===== config.mk =====
export PLATFORM = sky130hd
export DESIGN_NAME = load_channel_arbiter
export DESIGN_NICKNAME = d
export VERILOG_FILES = /design/src/rtl/load_arb_pkg.sv /design/src/rtl/arb_burst_counter.sv /design/src/rtl/load_channel_arbiter.sv
export SDC_FILE = /design/constraint.sdc
export NUM_CORES = 1
export LEC_CHECK = 0
export CORE_MARGIN = 3
export CORE_UTILIZATION = 39
export CTS_CLUSTER_DIAMETER = 60
export DETAILED_ROUTE_END_ITERATION = 7
export PLACE_DENSITY = 0.9
export SLEW_MARGIN = 20
export SYNTH_ARGS = -nofsm -noshare
export SYNTH_HDL_FRONTEND = slang
export SYNTH_SLANG_ARGS = --single-unit

===== constraint.sdc =====
create_clock -name clk -period 3.25 [get_ports clk]
set_input_delay 0.4875 -clock clk [delete_from_list [all_inputs] [get_ports clk]]
set_output_delay 0.4875 -clock clk [all_outputs]
set_load 0.005 [all_outputs]

===== src/rtl/load_arb_pkg.sv =====
// load_arb_pkg: shared state encoding and requester ids for the load channel arbiter
package load_arb_pkg;
  typedef enum logic [1:0] {ARB_IDLE, ARB_GNT_K, ARB_GNT_I} arb_state_t;
  localparam logic REQ_K = 1'b0;
  localparam logic REQ_I = 1'b1;
endpackage


===== src/rtl/arb_burst_counter.sv =====
// arb_burst_counter: beats-remaining counter for one burst; a zero length loads as a single beat
module arb_burst_counter #(
  parameter int LEN_W = 8
) (
  input  logic             clk,
  input  logic             arst_n_in,
  input  logic             i_load,
  input  logic [LEN_W-1:0] i_len,
  input  logic             i_beat,
  output logic             o_last
);
  logic [LEN_W-1:0] r_cnt;
  always_ff @(posedge clk or negedge arst_n_in) begin
    if (!arst_n_in) r_cnt <= '0;
    else if (i_load) r_cnt <= (i_len == '0) ? '0 : i_len - 1'b1;
    else if (i_beat && r_cnt != '0) r_cnt <= r_cnt - 1'b1;
  end
  assign o_last = (r_cnt == '0);
endmodule


===== src/rtl/load_channel_arbiter.sv =====
// load_channel_arbiter: burst-locked round-robin sharing of the external load channel between K and I loaders.
// Define LOAD_ARB_PERF_EN to add saturating stall/transfer performance counters.
module load_channel_arbiter
  import load_arb_pkg::*;
#(
  parameter int DATA_WIDTH = 16,
  parameter int LEN_W      = 8
) (
  input  logic                  clk,
  input  logic                  arst_n_in,
  input  logic                  k_req,
  input  logic [LEN_W-1:0]      k_len,
  input  logic                  i_req,
  input  logic [LEN_W-1:0]      i_len,
  input  logic                  ext_valid,
  output logic                  ext_ready,
  input  logic [DATA_WIDTH-1:0] ext_data,
  output logic                  k_valid,
  input  logic                  k_ready,
  output logic [DATA_WIDTH-1:0] k_data,
  output logic                  i_valid,
  input  logic                  i_ready,
  output logic [DATA_WIDTH-1:0] i_data,
  output logic                  k_gnt,
  output logic                  i_gnt,
  output logic                  k_done,
  output logic                  i_done,
  output logic                  busy
`ifdef LOAD_ARB_PERF_EN
  ,
  output logic [31:0]           perf_stall_cnt,
  output logic [31:0]           perf_xfer_cnt
`endif
);
  arb_state_t       r_state, w_next;
  logic             r_last_winner, r_k_done, r_i_done;
  logic             w_beat, w_is_last, w_last, w_arb, w_kr, w_ir, w_win_k, w_win_i, w_load;
  logic [LEN_W-1:0] w_len;
  assign k_gnt     = (r_state == ARB_GNT_K);
  assign i_gnt     = (r_state == ARB_GNT_I);
  assign busy      = k_gnt | i_gnt;
  assign k_data    = ext_data;
  assign i_data    = ext_data;
  assign k_valid   = ext_valid & k_gnt;
  assign i_valid   = ext_valid & i_gnt;
  assign ext_ready = (k_gnt & k_ready) | (i_gnt & i_ready);
  assign k_done    = r_k_done;
  assign i_done    = r_i_done;
  assign w_beat    = ext_valid & ext_ready;
  assign w_last    = w_beat & w_is_last;
  assign w_arb     = (r_state == ARB_IDLE) | w_last;
  // the finishing owner's own request is masked so the other side wins back-to-back
  assign w_kr      = k_req & ~k_gnt;
  assign w_ir      = i_req & ~i_gnt;
  assign w_win_k   = w_kr & (~w_ir | (r_last_winner == REQ_I));
  assign w_win_i   = w_ir & (~w_kr | (r_last_winner == REQ_K));
  assign w_load    = w_arb & (w_win_k | w_win_i);
  assign w_len     = w_win_k ? k_len : i_len;
  assign w_next    = !w_arb ? r_state : w_win_k ? ARB_GNT_K : w_win_i ? ARB_GNT_I : ARB_IDLE;
  always_ff @(posedge clk or negedge arst_n_in) begin
    if (!arst_n_in) begin
      r_state       <= ARB_IDLE;
      r_last_winner <= REQ_I;
      r_k_done      <= 1'b0;
      r_i_done      <= 1'b0;
    end else begin
      r_state  <= w_next;
      r_k_done <= w_last & k_gnt;
      r_i_done <= w_last & i_gnt;
      if (w_load) r_last_winner <= w_win_k ? REQ_K : REQ_I;
    end
  end
  arb_burst_counter #(.LEN_W(LEN_W)) u_cnt (
    .clk      (clk),
    .arst_n_in(arst_n_in),
    .i_load   (w_load),
    .i_len    (w_len),
    .i_beat   (w_beat),
    .o_last   (w_is_last)
  );
`ifdef LOAD_ARB_PERF_EN
  logic [31:0] r_stall, r_xfer;
  always_ff @(posedge clk or negedge arst_n_in) begin
    if (!arst_n_in) begin
      r_stall <= '0;
      r_xfer  <= '0;
    end else begin
      if (busy && !w_beat && r_stall != '1) r_stall <= r_stall + 1'b1;
      if (w_beat && r_xfer != '1) r_xfer <= r_xfer + 1'b1;
    end
  end
  assign perf_stall_cnt = r_stall;
  assign perf_xfer_cnt  = r_xfer;
`endif
endmodule


==> flow_summary.json <==
{
  "grt_usage_pct": 14.68,
  "drv_slew": 0,
  "synth_cells": 166,
  "hold_violations": 0,
  "tightest_slew_ps": 595.8,
  "power.leakage_nw": 0.6347,
  "endpoint_kind": "flip-flop",
  "post_synth_num_cell_types": 56,
  "cts_buffers": 3,
  "max_slew_margin_pct": 60.20,
  "fin_util_pct": 46.21,
  "n_fill_cell": 334,
  "cts_hold_buf": 0,
  "max_cap_viol_count": 0,
  "drive_above_1_share_pct": 8.982,
  "dieWidth_um": 66.95,
  "synth.ff_latch_count": 13,
  "power-per-cell-area_nw_per_um2": 244.8,
  "ctsLongestPathBuffers": 2,
  "synth_edf_count": 0,
  "ys.warnings.count": 0,
  "finalSetupViolations": 0,
  "port_buffers": 30,
  "dp_hpwl_mm": 2.603,
  "layout_commonest_cell": "clkdlybuf4s50_1",
  "synth_ff_type": "dfrtp_1",
  "fin_nets": 213,
  "synth_nets": 211,
  "skew_ps": 4.886,
  "critPathLaunchType": "flip-flop",
  "wl_mm": 3.303,
  "final-instance-count-excl-fill": 213,
  "initial_core_util_pct": 41.77,
  "chipHeight_um": 66.95,
  "syn2layout_area_growth_pct": 10.62,
  "r2r_setup_slack_ps": 320,
  "synthArstFlopShare_pct": 100.0,
  "die-area_um2": 4482,
  "drtPass1Iterations": 4,
  "multi_input_area_um2": 850.8,
  "rsz0062_at_grt": "no",
  "period_share_pct": 90.21,
  "fin_area_um2": 1603,
  "worstSetupPathType": "reg2reg",
  "detail_route.iter0.violations": 43,
  "hold_path_class": "reg2reg",
  "ctsResizeCount": 0,
  "antenna_found_initial": 0,
  "tns_ps": 0,
  "boundaryPins": 79,
  "fmax_mhz": 341.1,
  "gp_routability_congestion": 0.8844,
  "vias": 1236,
  "routed_via_density": 5.803,
  "coreArea_um2": 3468,
  "synth.avg_cell_area_um2": 8.728,
  "rows": 21,
  "status": "finished clean",
  "route.detailed.drc": 0,
  "cts_root_buffer": "clkbuf_8",
  "antenna_left": 0,
  "antenna_cells": 0,
  "synthesis.area_um2": 1449,
  "final_cell_mix": "clkdlybuf4s50_1, dfrtp_1, nand2_1, mux2i_1, nor2_1",
  "cts_tree": "built",
  "grt_max_degree": 14,
  "ir_drop_v": 0.0003074,
  "cts.htree.levels": 1,
  "overflow": 0,
  "totalPowerFinal_w": 0.0003923,
  "cts.clk_slew.worst_paths_ps": 60,
  "yosysSeqAreaShare_pct": 22.54,
  "clock_sinks": 13,
  "cts_setup_buffers": 0,
  "seq_area_um2": 326.6,
  "wl_per_cell_um": 15.51,
  "dpl_cell_area_um2": 1558,
  "crit_arrival_ps": 3060,
  "clock_latency_ps": 250,
  "critPathMaxFanout": 7,
  "grt_pass1_wl_mm": 5.216,
  "crit_required_ps": 3380,
  "dp_cells": 209,
  "grt_pass1_vias": 1176,
  "min_period_ps": 2932
}
==> power by group <==
part	switching, W	leakage [nW]	internal (W)
combinational	0.0000415	0.450	0.0000428
sequential	0	0.162	0.000162
clock	0.0000592	0.0228	0.0000867
==> cell families (layout without fill, tap and decap cells) <==
group	count (synthesis)	after routing	synth area share [%]
AOI/OAI and AO/OA	39	39	20.90
xor gates and xnor gates	7	7	4.232
adders and majority gates	6	6	5.181
buffers and inverters	38	39	18.74
DFF	13	13	22.54
muxes	7	7	4.836
and+or+nand+nor	56	56	23.58
==> critical path, cell delays in order, from the launching register on <==
cell and delay [ps]:
dfrtp_1 360, inv_1 80, ha_1 280, nor3b_1 500, nor2_2 170, mux2i_1 310
ha_1 280, nand2b_1 70, a2111oi_0 430, a311oi_1 90, o21ai_1 140, nand3_1 90
==> final cells by class <==
class                           instances  area share (%)
Sequential cell                        13           20.37
Timing Repair Buffer                   31           19.20
Tap cell                               46           3.591
Multi-Input combinational cell        115           53.08
Clock buffer                            4           2.810
Inverter                                4          0.9368
==> per-layer routing <==
layer | vias up | GRT usage, % | part of all wire [%]
li1 | 583 | - | -
met1 | 600 | 19.20 | 43
met2 | 49 | 25.25 | 50
met3 | 4 | 3.879 | 7.0
met4 | 0 | 0.7595 | 0.15
met5 | - | 0 | 0
==> path summary, 6_finish.rpt <==
kind | startpoint | endpoint | cells past startpoint
hold / removal | r_last_winner | r_last_winner | 1
hold reg to reg | r_last_winner | r_last_winner | 1
min in group asynchronous | arst_n_in | i_done | 1
setup reg to reg | r_state[0] | u_cnt.r_cnt[6] | 11
setup / recovery | r_state[0] | u_cnt.r_cnt[6] | 11
max in group asynchronous | arst_n_in | k_done | 1
==> Yosys cell counts, types with 4 or more instances <==
library cell  count  share of area, %
nor2_1            7               1.8
mux2i_1           7               4.8
xnor2_1           4               2.4
ha_1              6               5.2
buf_4            32                17
o21ai_0           6               2.1
inv_1             4               1.0
nand2_1           9               2.3
nor3_1            5               1.7
nand2b_1          5               2.2
a21oi_1           4               1.4
dfrtp_1          12                21
==> state kept, by name, indices dropped and copies added (netlist names) <==
signal,count
u_cnt.r_cnt,8
r_last_winner,1
k_done,1
r_state,2
i_done,1
==> through the flow <==
step                      setup WS [ps]  hold WS, ps
after global routing              97.62        581.0
after floorplan                   653.7        191.9
after detailed placement          131.1        557.9
after CTS                         358.7        566.1
final                             318.0        566.3
after global placement            362.5        543.9
Power figures use the tool's default switching activity.
